--- src/rtl/riscv_pkg.sv ---
// ---------------------------------------------------------------------------
// riscv_pkg
// Shared definitions for the integer pipeline: datapath width, register index
// width, the 5-bit ALU operation encodings and the ID/EX occupancy states.
// No ports; imported by the ID/EX stage, its interface and its sub-modules.
// ---------------------------------------------------------------------------
package riscv_pkg;

    localparam int XLEN  = 64;
    localparam int REG_W = 5;

    // Bit 4 set marks the compare/branch group; the low bits pick the condition
    typedef enum logic [4:0] {
        ALU_ADD  = 5'b00000,
        ALU_SUB  = 5'b01000,
        ALU_XOR  = 5'b00100,
        ALU_OR   = 5'b00110,
        ALU_AND  = 5'b00111,
        ALU_SLL  = 5'b00001,
        ALU_SRL  = 5'b00101,
        ALU_SRA  = 5'b01101,
        ALU_SLT  = 5'b00010,
        ALU_SLTU = 5'b00011,
        ALU_BEQ  = 5'b10000,
        ALU_BNE  = 5'b10001,
        ALU_BLT  = 5'b10100,
        ALU_BGE  = 5'b10101,
        ALU_BLTU = 5'b10110,
        ALU_BGEU = 5'b10111
    } alu_op_e;

    // EMPTY: nothing held for the ALU stage. FULL: out_valid is asserted.
    typedef enum logic {
        ST_EMPTY = 1'b0,
        ST_FULL  = 1'b1
    } stage_state_e;

endpackage

--- src/rtl/id_ex_stage_if.sv ---
// ---------------------------------------------------------------------------
// id_ex_stage_if
// Bundles the decode-side offer (in_*) and the ALU-side result (out_*, alu_*)
// of the ID/EX pipeline register.
//   master : the surrounding pipeline (drives in_*, out_ready)
//   slave  : the ID/EX stage (drives in_ready and all registered outputs)
// ---------------------------------------------------------------------------
interface id_ex_stage_if #(
    parameter int XLEN = riscv_pkg::XLEN
) ();
    import riscv_pkg::*;

    // Decode side
    logic              in_valid;
    logic              in_ready;
    logic [XLEN-1:0]   in_pc;
    logic [XLEN-1:0]   in_rs1_data;
    logic [XLEN-1:0]   in_rs2_data;
    logic [XLEN-1:0]   in_imm;
    logic [REG_W-1:0]  in_rs1;
    logic [REG_W-1:0]  in_rs2;
    logic [REG_W-1:0]  in_rd;
    logic [4:0]        in_alu_control;
    logic              in_use_pc;
    logic              in_use_imm;
    logic              in_reg_write;
    logic              in_mem_read;

    // ALU side
    logic              out_valid;
    logic              out_ready;
    logic [XLEN-1:0]   alu_a;
    logic [XLEN-1:0]   alu_b;
    logic [XLEN-1:0]   store_data;
    logic [XLEN-1:0]   out_pc;
    logic [4:0]        alu_control;
    logic [REG_W-1:0]  out_rd;
    logic              out_reg_write;
    logic              out_mem_read;

    modport master (
        output in_valid, in_pc, in_rs1_data, in_rs2_data, in_imm,
               in_rs1, in_rs2, in_rd, in_alu_control,
               in_use_pc, in_use_imm, in_reg_write, in_mem_read, out_ready,
        input  in_ready, out_valid, alu_a, alu_b, store_data, out_pc,
               alu_control, out_rd, out_reg_write, out_mem_read
    );

    modport slave (
        input  in_valid, in_pc, in_rs1_data, in_rs2_data, in_imm,
               in_rs1, in_rs2, in_rd, in_alu_control,
               in_use_pc, in_use_imm, in_reg_write, in_mem_read, out_ready,
        output in_ready, out_valid, alu_a, alu_b, store_data, out_pc,
               alu_control, out_rd, out_reg_write, out_mem_read
    );

endinterface

--- src/rtl/id_ex_stage_fwd_mux.sv ---
// ---------------------------------------------------------------------------
// fwd_mux
// Selects the freshest value of one source register.
//   rs_i / reg_data_i         : source index and register-file read
//   exmem_we/rd/data          : result sitting in EX/MEM (youngest, wins)
//   memwb_we/rd/data          : result sitting in MEM/WB
//   data_o                    : forwarded operand
// x0 is hard-wired zero in the register file, so it is never forwarded.
// ---------------------------------------------------------------------------
module fwd_mux
    import riscv_pkg::*;
#(
    parameter int XLEN = riscv_pkg::XLEN
) (
    input  logic [REG_W-1:0] rs_i,
    input  logic [XLEN-1:0]  reg_data_i,
    input  logic             exmem_we_i,
    input  logic [REG_W-1:0] exmem_rd_i,
    input  logic [XLEN-1:0]  exmem_data_i,
    input  logic             memwb_we_i,
    input  logic [REG_W-1:0] memwb_rd_i,
    input  logic [XLEN-1:0]  memwb_data_i,
    output logic [XLEN-1:0]  data_o
);

    logic exmemHit;
    logic memwbHit;

    assign exmemHit = exmem_we_i & (exmem_rd_i != '0) & (exmem_rd_i == rs_i);
    assign memwbHit = memwb_we_i & (memwb_rd_i != '0) & (memwb_rd_i == rs_i);

    always_comb begin
        data_o = reg_data_i;
        if (exmemHit) begin
            data_o = exmem_data_i;
        end else if (memwbHit) begin
            data_o = memwb_data_i;
        end
    end

endmodule

--- src/rtl/id_ex_stage.sv ---
// ---------------------------------------------------------------------------
// id_ex_stage
// ID/EX pipeline register with operand forwarding, load-use interlock,
// backpressure and branch flush.
//   clk, rst          : clock, synchronous active-high reset
//   bus (slave)       : decode offer in, registered ALU operands out
//   flush             : kill the held instruction (branch redirect)
//   fwd_exmem_*       : EX/MEM writeback candidate for forwarding
//   fwd_memwb_*       : MEM/WB writeback candidate for forwarding
// Operands are resolved once, at capture; a held entry never re-forwards.
// ---------------------------------------------------------------------------
module id_ex_stage
    import riscv_pkg::*;
#(
    parameter int XLEN = riscv_pkg::XLEN
) (
    input  logic             clk,
    input  logic             rst,
    id_ex_stage_if.slave     bus,
    input  logic             flush,
    input  logic             fwd_exmem_we,
    input  logic             fwd_memwb_we,
    input  logic [REG_W-1:0] fwd_exmem_rd,
    input  logic [REG_W-1:0] fwd_memwb_rd,
    input  logic [XLEN-1:0]  fwd_exmem_data,
    input  logic [XLEN-1:0]  fwd_memwb_data
);

    stage_state_e     state_q, state_d;
    logic             loadUse;
    logic             inReady;
    logic             capture;
    logic [XLEN-1:0]  rs1Fwd, rs2Fwd;

    logic [XLEN-1:0]  aluA_q, aluB_q, storeData_q, outPc_q;
    logic [4:0]       aluControl_q;
    logic [REG_W-1:0] outRd_q;
    logic             outRegWrite_q, outMemRead_q;

    fwd_mux #(.XLEN(XLEN)) u_fwd_rs1 (
        .rs_i         (bus.in_rs1),
        .reg_data_i   (bus.in_rs1_data),
        .exmem_we_i   (fwd_exmem_we),
        .exmem_rd_i   (fwd_exmem_rd),
        .exmem_data_i (fwd_exmem_data),
        .memwb_we_i   (fwd_memwb_we),
        .memwb_rd_i   (fwd_memwb_rd),
        .memwb_data_i (fwd_memwb_data),
        .data_o       (rs1Fwd)
    );

    fwd_mux #(.XLEN(XLEN)) u_fwd_rs2 (
        .rs_i         (bus.in_rs2),
        .reg_data_i   (bus.in_rs2_data),
        .exmem_we_i   (fwd_exmem_we),
        .exmem_rd_i   (fwd_exmem_rd),
        .exmem_data_i (fwd_exmem_data),
        .memwb_we_i   (fwd_memwb_we),
        .memwb_rd_i   (fwd_memwb_rd),
        .memwb_data_i (fwd_memwb_data),
        .data_o       (rs2Fwd)
    );

    always_ff @(posedge clk) begin
        if (rst) begin
            state_q <= ST_EMPTY;
        end else begin
            state_q <= state_d;
        end
    end

    // A held load whose rd feeds the offered instruction cannot be forwarded
    // yet (its data is not back from memory), so the offer is refused while
    // the load drains; that leaves exactly one bubble behind it.
    always_comb begin
        loadUse = (state_q == ST_FULL) & outMemRead_q & (outRd_q != '0) &
                  bus.in_valid &
                  ((outRd_q == bus.in_rs1) | (outRd_q == bus.in_rs2));
        inReady = ((state_q == ST_EMPTY) | bus.out_ready) & ~loadUse & ~flush;
        capture = bus.in_valid & inReady;

        state_d = state_q;
        case (state_q)
            ST_EMPTY: if (capture) state_d = ST_FULL;
            ST_FULL: begin
                if (capture) begin
                    state_d = ST_FULL;
                end else if (bus.out_ready) begin
                    state_d = ST_EMPTY;
                end
            end
            default: state_d = ST_EMPTY;
        endcase
        if (flush) begin
            state_d = ST_EMPTY;
        end
    end

    always_ff @(posedge clk) begin
        if (rst) begin
            aluA_q        <= '0;
            aluB_q        <= '0;
            storeData_q   <= '0;
            outPc_q       <= '0;
            aluControl_q  <= '0;
            outRd_q       <= '0;
            outRegWrite_q <= 1'b0;
            outMemRead_q  <= 1'b0;
        end else if (capture) begin
            aluA_q        <= bus.in_use_pc  ? bus.in_pc  : rs1Fwd;
            aluB_q        <= bus.in_use_imm ? bus.in_imm : rs2Fwd;
            storeData_q   <= rs2Fwd;
            outPc_q       <= bus.in_pc;
            aluControl_q  <= bus.in_alu_control;
            outRd_q       <= bus.in_rd;
            outRegWrite_q <= bus.in_reg_write;
            outMemRead_q  <= bus.in_mem_read;
        end
    end

    assign bus.in_ready      = inReady;
    assign bus.out_valid     = (state_q == ST_FULL);
    assign bus.alu_a         = aluA_q;
    assign bus.alu_b         = aluB_q;
    assign bus.store_data    = storeData_q;
    assign bus.out_pc        = outPc_q;
    assign bus.alu_control   = aluControl_q;
    assign bus.out_rd        = outRd_q;
    assign bus.out_reg_write = outRegWrite_q;
    assign bus.out_mem_read  = outMemRead_q;

endmodule

--- src/flat_wrapper.sv ---
// flat-port wrapper written by rule: the top's interface ports become plain ports
module id_ex_stage_flat import riscv_pkg::*;
#(
    parameter int XLEN = riscv_pkg::XLEN
)
  (clk, rst, flush, fwd_exmem_we, fwd_memwb_we, fwd_exmem_rd, fwd_memwb_rd, fwd_exmem_data, fwd_memwb_data, bus_in_valid, bus_in_pc, bus_in_rs1_data, bus_in_rs2_data, bus_in_imm, bus_in_rs1, bus_in_rs2, bus_in_rd, bus_in_alu_control, bus_in_use_pc, bus_in_use_imm, bus_in_reg_write, bus_in_mem_read, bus_out_ready, bus_in_ready, bus_out_valid, bus_alu_a, bus_alu_b, bus_store_data, bus_out_pc, bus_alu_control, bus_out_rd, bus_out_reg_write, bus_out_mem_read);
  id_ex_stage_if #(.XLEN(XLEN)) bus_i ();
  input  logic clk;
  input  logic rst;
  input  logic flush;
  input  logic fwd_exmem_we;
  input  logic fwd_memwb_we;
  input  logic [REG_W-1:0] fwd_exmem_rd;
  input  logic [REG_W-1:0] fwd_memwb_rd;
  input  logic [XLEN-1:0] fwd_exmem_data;
  input  logic [XLEN-1:0] fwd_memwb_data;
  input wire logic [$bits(bus_i.in_valid)-1:0] bus_in_valid;
  input wire logic [$bits(bus_i.in_pc)-1:0] bus_in_pc;
  input wire logic [$bits(bus_i.in_rs1_data)-1:0] bus_in_rs1_data;
  input wire logic [$bits(bus_i.in_rs2_data)-1:0] bus_in_rs2_data;
  input wire logic [$bits(bus_i.in_imm)-1:0] bus_in_imm;
  input wire logic [$bits(bus_i.in_rs1)-1:0] bus_in_rs1;
  input wire logic [$bits(bus_i.in_rs2)-1:0] bus_in_rs2;
  input wire logic [$bits(bus_i.in_rd)-1:0] bus_in_rd;
  input wire logic [$bits(bus_i.in_alu_control)-1:0] bus_in_alu_control;
  input wire logic [$bits(bus_i.in_use_pc)-1:0] bus_in_use_pc;
  input wire logic [$bits(bus_i.in_use_imm)-1:0] bus_in_use_imm;
  input wire logic [$bits(bus_i.in_reg_write)-1:0] bus_in_reg_write;
  input wire logic [$bits(bus_i.in_mem_read)-1:0] bus_in_mem_read;
  input wire logic [$bits(bus_i.out_ready)-1:0] bus_out_ready;
  output wire logic [$bits(bus_i.in_ready)-1:0] bus_in_ready;
  output wire logic [$bits(bus_i.out_valid)-1:0] bus_out_valid;
  output wire logic [$bits(bus_i.alu_a)-1:0] bus_alu_a;
  output wire logic [$bits(bus_i.alu_b)-1:0] bus_alu_b;
  output wire logic [$bits(bus_i.store_data)-1:0] bus_store_data;
  output wire logic [$bits(bus_i.out_pc)-1:0] bus_out_pc;
  output wire logic [$bits(bus_i.alu_control)-1:0] bus_alu_control;
  output wire logic [$bits(bus_i.out_rd)-1:0] bus_out_rd;
  output wire logic [$bits(bus_i.out_reg_write)-1:0] bus_out_reg_write;
  output wire logic [$bits(bus_i.out_mem_read)-1:0] bus_out_mem_read;
  assign bus_i.in_valid = bus_in_valid;
  assign bus_i.in_pc = bus_in_pc;
  assign bus_i.in_rs1_data = bus_in_rs1_data;
  assign bus_i.in_rs2_data = bus_in_rs2_data;
  assign bus_i.in_imm = bus_in_imm;
  assign bus_i.in_rs1 = bus_in_rs1;
  assign bus_i.in_rs2 = bus_in_rs2;
  assign bus_i.in_rd = bus_in_rd;
  assign bus_i.in_alu_control = bus_in_alu_control;
  assign bus_i.in_use_pc = bus_in_use_pc;
  assign bus_i.in_use_imm = bus_in_use_imm;
  assign bus_i.in_reg_write = bus_in_reg_write;
  assign bus_i.in_mem_read = bus_in_mem_read;
  assign bus_i.out_ready = bus_out_ready;
  assign bus_in_ready = bus_i.in_ready;
  assign bus_out_valid = bus_i.out_valid;
  assign bus_alu_a = bus_i.alu_a;
  assign bus_alu_b = bus_i.alu_b;
  assign bus_store_data = bus_i.store_data;
  assign bus_out_pc = bus_i.out_pc;
  assign bus_alu_control = bus_i.alu_control;
  assign bus_out_rd = bus_i.out_rd;
  assign bus_out_reg_write = bus_i.out_reg_write;
  assign bus_out_mem_read = bus_i.out_mem_read;
  id_ex_stage #(.XLEN(XLEN)) u_core (.clk(clk), .rst(rst), .bus(bus_i), .flush(flush), .fwd_exmem_we(fwd_exmem_we), .fwd_memwb_we(fwd_memwb_we), .fwd_exmem_rd(fwd_exmem_rd), .fwd_memwb_rd(fwd_memwb_rd), .fwd_exmem_data(fwd_exmem_data), .fwd_memwb_data(fwd_memwb_data));
endmodule
--- config.mk ---
export PLATFORM = sky130hd
export DESIGN_NAME = id_ex_stage_flat
export DESIGN_NICKNAME = d
export VERILOG_FILES = /design/src/rtl/riscv_pkg.sv /design/src/rtl/id_ex_stage_if.sv /design/src/rtl/id_ex_stage_fwd_mux.sv /design/src/rtl/id_ex_stage.sv /design/src/flat_wrapper.sv
export SDC_FILE = /design/constraint.sdc
export NUM_CORES = 1
export LEC_CHECK = 0
export ABC_CLOCK_PERIOD_IN_PS = 3530
export CORE_AREA = 2 2 270 272
export DETAILED_ROUTE_END_ITERATION = 7
export DIE_AREA = 0 0 272 274
export PLACE_DENSITY = 0.51
export SLEW_MARGIN = 20
export SYNTH_ARGS = -nofsm -noshare
export SYNTH_HDL_FRONTEND = slang
export SYNTH_SLANG_ARGS = --single-unit
--- constraint.sdc ---
create_clock -name clk -period 3.53 [get_ports clk]
set_input_delay 0.8825 -clock clk [delete_from_list [all_inputs] [get_ports clk]]
set_output_delay 0.8825 -clock clk [all_outputs]
set_load 0.005 [all_outputs]
---- After elaboration in Yosys (flattened, before gate mapping) ----
Index checks and enable logic that the tools add are counted.
word-level totals
  logic and storage cells ................. 47
  register bits ........................... 269
  input bits .............................. 425
  output and inout bits ................... 270
cells by class
  multiplexer cells ....................... 10
  bitwise gates (word level) .............. 18
  equality and inequality tests ........... 6
  reductions and logical operators ........ 4
operator list
  cell                                number
  64-bit 2-to-1 mux                   6
  5-bit equality test                 6
  5-bit nonzero test                  3
  1-bit AND                           13
  1-bit 2-to-1 mux                    3
  1-bit inverter                      3
  1-bit bitwise OR                    2
  1-bit case mux with 2 select lines  1
  2-bit OR reduction                  1

---- Logic depth before layout (Yosys ltp) ----
  depth in word-level cells ............... 10
  mapped depth ............................ 8
  mapped depth without buffers ............ 5

---- By module ----
Synthesis repeated with hierarchy kept, for this count alone.
unflattened totals
  cell total of the unflattened synthesis .. 2023
  area total of the unflattened synthesis .. 18604.1 um^2
by module, submodules not included
  module       seq. area each (um^2)  cells an instance  area each (um^2)  times used
  id_ex_stage  5385.2                 1329               13391.6           1
  fwd_mux      0.0                    347                2606.2            2

---- Worst setup path before layout ----
OpenSTA, ideal clock, no wires.
  path type ............................... input to output
  start point ............................. in bus_in_rs1[4]
  end point ............................... out bus_in_ready
  buffers on the path ..................... 2
  stages .................................. 6
  data arrival time ....................... 2051 ps
  slack ................................... 596 ps
  data required time ...................... 2648 ps
  path through ............................ xnor2_1 > nand3_1 > o22ai_1 > buf_2 > clkbuf_1 > a31oi_1
on the way
  word-level cells in the longest chain between the ends .. 6
ends and longest elaborated chain
  item                    RTL line            text
  start: declaration      flat_wrapper.sv:22  input wire logic [$bits(bus_i.in_rs1)-1:0] bus_in_rs1;
  5-bit equality test     id_ex_stage.sv:78   ((outRd_q == bus.in_rs1) | (outRd_q == bus.in_rs2));
  1-bit bitwise OR        id_ex_stage.sv:78
  1-bit AND               id_ex_stage.sv:77   bus.in_valid &
  1-bit inverter          id_ex_stage.sv:79   inReady = ((state_q == ST_EMPTY) | bus.out_ready) & ~loadUse & ~flush;
  1-bit AND (2 in a row)  id_ex_stage.sv:79
  end: declaration        flat_wrapper.sv:31  output wire logic [$bits(bus_i.in_ready)-1:0] bus_in_ready;
Every way passes these cells.

---- Worst setup path after layout ----
  start point ............................. in bus_in_rs2[3]
  end point ............................... out bus_in_ready
on the way
  word-level cells in the longest chain between the ends .. 6
ends and longest elaborated chain
  item                    RTL line            text
  start: declaration      flat_wrapper.sv:23  input wire logic [$bits(bus_i.in_rs2)-1:0] bus_in_rs2;
  5-bit equality test     id_ex_stage.sv:78
  1-bit bitwise OR        id_ex_stage.sv:78
  1-bit AND               id_ex_stage.sv:77
  1-bit inverter          id_ex_stage.sv:79
  1-bit AND (2 in a row)  id_ex_stage.sv:79
Every way passes these cells.

==> impl_metrics.xml <==
<?xml version="1.0" encoding="UTF-8"?>
<metrics>
  <group name="status">
    <metric name="run_status" unit="">complete, no violations</metric>
  </group>
  <group name="pwr">
    <metric name="p_comb_frac" unit="">0.257</metric>
    <metric name="power.clock.fraction" unit="">0.402</metric>
    <metric name="power.share.switching" unit="">0.312</metric>
    <metric name="switching_power" unit="mW">3.08</metric>
    <metric name="power.density_cell_area" unit="mW/mm2">364</metric>
    <metric name="share_of_power_burned_in_registers" unit="">0.341</metric>
    <metric name="power.internal" unit="mW">6.79</metric>
    <metric name="ir_worst_vdd" unit="V">0.000403</metric>
    <metric name="total_leakage_power" unit="nW">10.2</metric>
  </group>
  <group name="final_layout">
    <metric name="mostFrequentLayoutCell" unit="">sky130_fd_sc_hd__clkdlybuf4s50_1</metric>
    <metric name="filler_cell_count" unit="">7367</metric>
    <metric name="syn_to_final_growth" unit="%">52.9</metric>
    <metric name="finish.utilization" unit="">0.377</metric>
    <metric name="drive_above_1_share" unit="">0.0620</metric>
    <metric name="num-nets-final" unit="">3220</metric>
    <metric name="layout_common_cells" unit="">sky130_fd_sc_hd__clkdlybuf4s50_1 (691), sky130_fd_sc_hd__dfxtp_1 (269), sky130_fd_sc_hd__inv_1 (258)</metric>
  </group>
  <group name="clocking">
    <metric name="clk-insertion-delay-late" unit="ns">0.56</metric>
    <metric name="htree_levels" unit="">2</metric>
    <metric name="post_cts.resized_instances" unit="">0</metric>
    <metric name="cts_hold_buffers" unit="">0</metric>
    <metric name="clk_root_buffer_cell" unit="">sky130_fd_sc_hd__clkbuf_16</metric>
    <metric name="clock_pin_slew_on_the_worst_setup_and_hold_paths" unit="ns">0.06</metric>
    <metric name="cts_sinks" unit="">269</metric>
    <metric name="setup_fix_buffers_added_after_clock_tree_synthesis" unit="">0</metric>
    <metric name="tritoncts" unit="">done</metric>
    <metric name="cts_buffers" unit="">38</metric>
    <metric name="cts_buffer_depth" unit="">3</metric>
  </group>
  <group name="timing">
    <metric name="final_hold_viol_count" unit="">0</metric>
    <metric name="max_clock_freq" unit="MHz">294</metric>
    <metric name="max_slew.worst_pin.slew" unit="ns">1.07</metric>
    <metric name="finalSetupViolCount" unit="">0</metric>
    <metric name="slew_headroom" unit="">0.287</metric>
    <metric name="maxSlewViolCount" unit="">0</metric>
    <metric name="post-route-period-util" unit="">0.965</metric>
    <metric name="finalClockSkew" unit="ns">0.0273</metric>
    <metric name="unrepaired_setup_endpoints_after_global_routing" unit="">no</metric>
    <metric name="period_needed" unit="ns">3.41</metric>
    <metric name="setup_total_negative_slack" unit="ns">0</metric>
  </group>
  <group name="synthesis">
    <metric name="syn_nets" unit="">2700</metric>
    <metric name="count_of_flip_flops_with_a_built_in_enable_after_synthesis" unit="">0</metric>
    <metric name="mean_syn_cell_area" unit="um2">7.79</metric>
    <metric name="yosysWarnings" unit="">0</metric>
    <metric name="share_of_synthesized_registers_carrying_an_async_set_or_reset" unit="">0</metric>
    <metric name="synth-seq-cells" unit="">269</metric>
    <metric name="netlist-cell-type-count" unit="">45</metric>
    <metric name="synth-seq-area-share" unit="">0.304</metric>
    <metric name="summed_instance_area_of_the_synthesized_netlist" unit="mm2">0.0177</metric>
    <metric name="synthFlopType" unit="">sky130_fd_sc_hd__dfxtp_1</metric>
    <metric name="syn_inst" unit="">2275</metric>
  </group>
  <group name="grt">
    <metric name="grt_antenna_before_repair" unit="">15</metric>
    <metric name="grt_pass1_vias" unit="">21500</metric>
    <metric name="maximum_number_of_pins_on_one_net_before_global_route_repair" unit="">129</metric>
    <metric name="grt_pass1_wl" unit="um">145000</metric>
    <metric name="total_global_routing_overflow" unit="">0</metric>
    <metric name="grtUsageTotal" unit="">0.254</metric>
  </group>
  <group name="placed_design">
    <metric name="numPortBuffers" unit="">694</metric>
    <metric name="half_perimeter_wire_length_after_detailed_placement" unit="um">68700</metric>
    <metric name="place.gp.congestion" unit="">0.893</metric>
  </group>
  <group name="floorplanning">
    <metric name="start_util" unit="">0.246</metric>
    <metric name="floorplan.die_area" unit="mm2">0.0745</metric>
    <metric name="die_outline_width" unit="um">272</metric>
    <metric name="die_height" unit="um">274</metric>
    <metric name="ioPinCount" unit="">695</metric>
    <metric name="placeableCoreArea" unit="mm2">0.0720</metric>
    <metric name="num_rows" unit="">99</metric>
  </group>
  <group name="drt">
    <metric name="wl_per_cell" unit="um">26.4</metric>
    <metric name="routedLengthMet1" unit="um">39100</metric>
    <metric name="vias" unit="">21800</metric>
    <metric name="drt.antenna.violating_nets" unit="">0</metric>
    <metric name="maxUsedRoutingLayer" unit="">met5</metric>
    <metric name="drtPass1Iterations" unit="">6</metric>
    <metric name="vias_per_cell" unit="">5.75</metric>
    <metric name="drt_iter0_markers" unit="">1879</metric>
    <metric name="detailroute.wirelength.met3" unit="um">8710</metric>
    <metric name="routed_wirelength" unit="um">99900</metric>
    <metric name="drt_drc_violations_left" unit="">0</metric>
    <metric name="dr_wl_met2" unit="um">48500</metric>
  </group>
  <group name="job">
    <metric name="maxCapViolations" unit="">0</metric>
  </group>
  <group name="worst_setup_path">
    <metric name="cp_max_fo" unit="">3</metric>
    <metric name="crit_path_end_kind" unit="">primary output</metric>
    <metric name="timing.critical_path.required" unit="ns">2.65</metric>
    <metric name="arrival" unit="ns">2.52</metric>
    <metric name="worstSetupPathType" unit="">in2out</metric>
    <metric name="critPathLaunchType" unit="">input pin</metric>
  </group>
  <group name="worst_hold_path">
    <metric name="worstHoldPathType" unit="">reg2reg</metric>
  </group>
</metrics>
## power groups by stage
| stage | Sequential (mW) | Clock, mW | Combinational (mW) |
|---|---|---|---|
| 6_report | 3.37 | 3.97 | 2.54 |
| 5_1_grt | 3.39 | 4.16 | 2.70 |
| 4_1_cts | 3.37 | 4.07 | 2.53 |
| 3_5_place_dp | 3.43 | 0 | 2.52 |
| 3_3_place_gp | 3.42 | 0 | 2.51 |
| 2_1_floorplan | 3.41 | 0 | 1.02 |
## critical path: stages
cell                              delay [ns]
sky130_fd_sc_hd__clkdlybuf4s50_1        0.51
sky130_fd_sc_hd__xnor2_1                0.17
sky130_fd_sc_hd__nand2_1                0.16
sky130_fd_sc_hd__o22ai_4                0.09
sky130_fd_sc_hd__a31oi_1                0.18
sky130_fd_sc_hd__clkdlybuf4s50_1        0.53
## per-layer routing
layer	vias to the layer above	global-route usage
li1	9780	-
met1	10600	0.306
met2	1179	0.436
met3	195	0.0612
met4	16	0.0976
met5	-	0
## cell usage after synthesis, types with 3 or more instances
master / n / share of area
sky130_fd_sc_hd__and3_1: 65 / 0.023
sky130_fd_sc_hd__o31ai_1: 191 / 0.081
sky130_fd_sc_hd__buf_1: 12 / 0.0025
sky130_fd_sc_hd__buf_4: 5 / 0.0021
sky130_fd_sc_hd__dfxtp_1: 269 / 0.30
sky130_fd_sc_hd__a221oi_1: 126 / 0.062
sky130_fd_sc_hd__and4_1: 128 / 0.063
sky130_fd_sc_hd__nand2b_1: 3 / 0.0011
sky130_fd_sc_hd__nor2_1: 3 / 0.00064
sky130_fd_sc_hd__nand2_1: 219 / 0.046
sky130_fd_sc_hd__buf_2: 32 / 0.0090
sky130_fd_sc_hd__a41oi_1: 64 / 0.032
sky130_fd_sc_hd__o21a_1: 64 / 0.027
sky130_fd_sc_hd__nand4_1: 64 / 0.023
sky130_fd_sc_hd__o311ai_1: 62 / 0.031
sky130_fd_sc_hd__nor3_1: 4 / 0.0011
sky130_fd_sc_hd__o21ai_0: 64 / 0.018
sky130_fd_sc_hd__clkbuf_1: 239 / 0.051
sky130_fd_sc_hd__xnor2_1: 10 / 0.0049
sky130_fd_sc_hd__mux2i_1: 75 / 0.042
sky130_fd_sc_hd__inv_1: 258 / 0.055
sky130_fd_sc_hd__a31oi_1: 256 / 0.090
sky130_fd_sc_hd__buf_6: 14 / 0.0089
sky130_fd_sc_hd__xor2_1: 20 / 0.0099
sky130_fd_sc_hd__o311ai_0: 3 / 0.0015
## stage by stage
stage	power (mW)	instance area, um2	setup WS, ns	hold WS (ns)	std cells
2_1_floorplan	4.43	17700	0.596	0.451	2275
3_3_place_gp	5.93	25900	-0.189	0.443	3714
3_5_place_dp	5.95	25900	-0.211	0.447	3714
4_1_cts	9.96	27100	0.0752	0.456	3782
5_1_grt	10.2	27100	0.0648	0.474	3789
6_report	9.88	27100	0.124	0.456	3791
## layout make-up
class | count | area (um2) | share of cell area
clock inverters | 11 | 111 | 0.00411
clock buffers | 57 | 1130 | 0.0418
flip-flops and latches | 269 | 5390 | 0.199
multi-input cells | 1443 | 10200 | 0.376
repair buffers | 783 | 8090 | 0.298
well taps | 959 | 1200 | 0.0442
diodes | 9 | 22.5 | 0.000830
inverters | 260 | 985 | 0.0363
## path summary, 6_finish.rpt
| path | startpoint | to | slack (ns) | cells after the start |
|---|---|---|---|---|
| hold / removal | u_core.bus.out_pc[29] | u_core.bus.out_pc[29] | 0.46 | 2 |
| hold reg to reg | u_core.bus.out_pc[29] | u_core.bus.out_pc[29] | 0.46 | 2 |
| setup reg to reg | u_core.bus.out_rd[1] | u_core.bus.out_pc[38] | 0.79 | 7 |
| setup / recovery | bus_in_rs2[3] | bus_in_ready | 0.12 | 6 |
## registers in the layout, summed over array words and instances, names as in the netlist
signal                    count
u_core.bus.out_rd             5
u_core.bus.alu_control        5
u_core.bus.out_reg_write      1
u_core.bus.out_mem_read       1
u_core.bus.store_data        64
u_core.bus.out_pc            64
u_core.bus.alu_b             64
u_core.bus.alu_a             64
u_core.bus.out_valid          1
## kinds of logic after synthesis
family                 after synthesis  share of synthesized area
AO/OA/AOI/OAI                      844                      0.350
XOR/XNOR                            30                     0.0148
buffers and inverters              563                      0.129
flip-flops                         269                      0.304
multiplexers                        75                     0.0423
AND/OR/NAND/NOR                    494                      0.161
(Power assumes the default switching activity.)
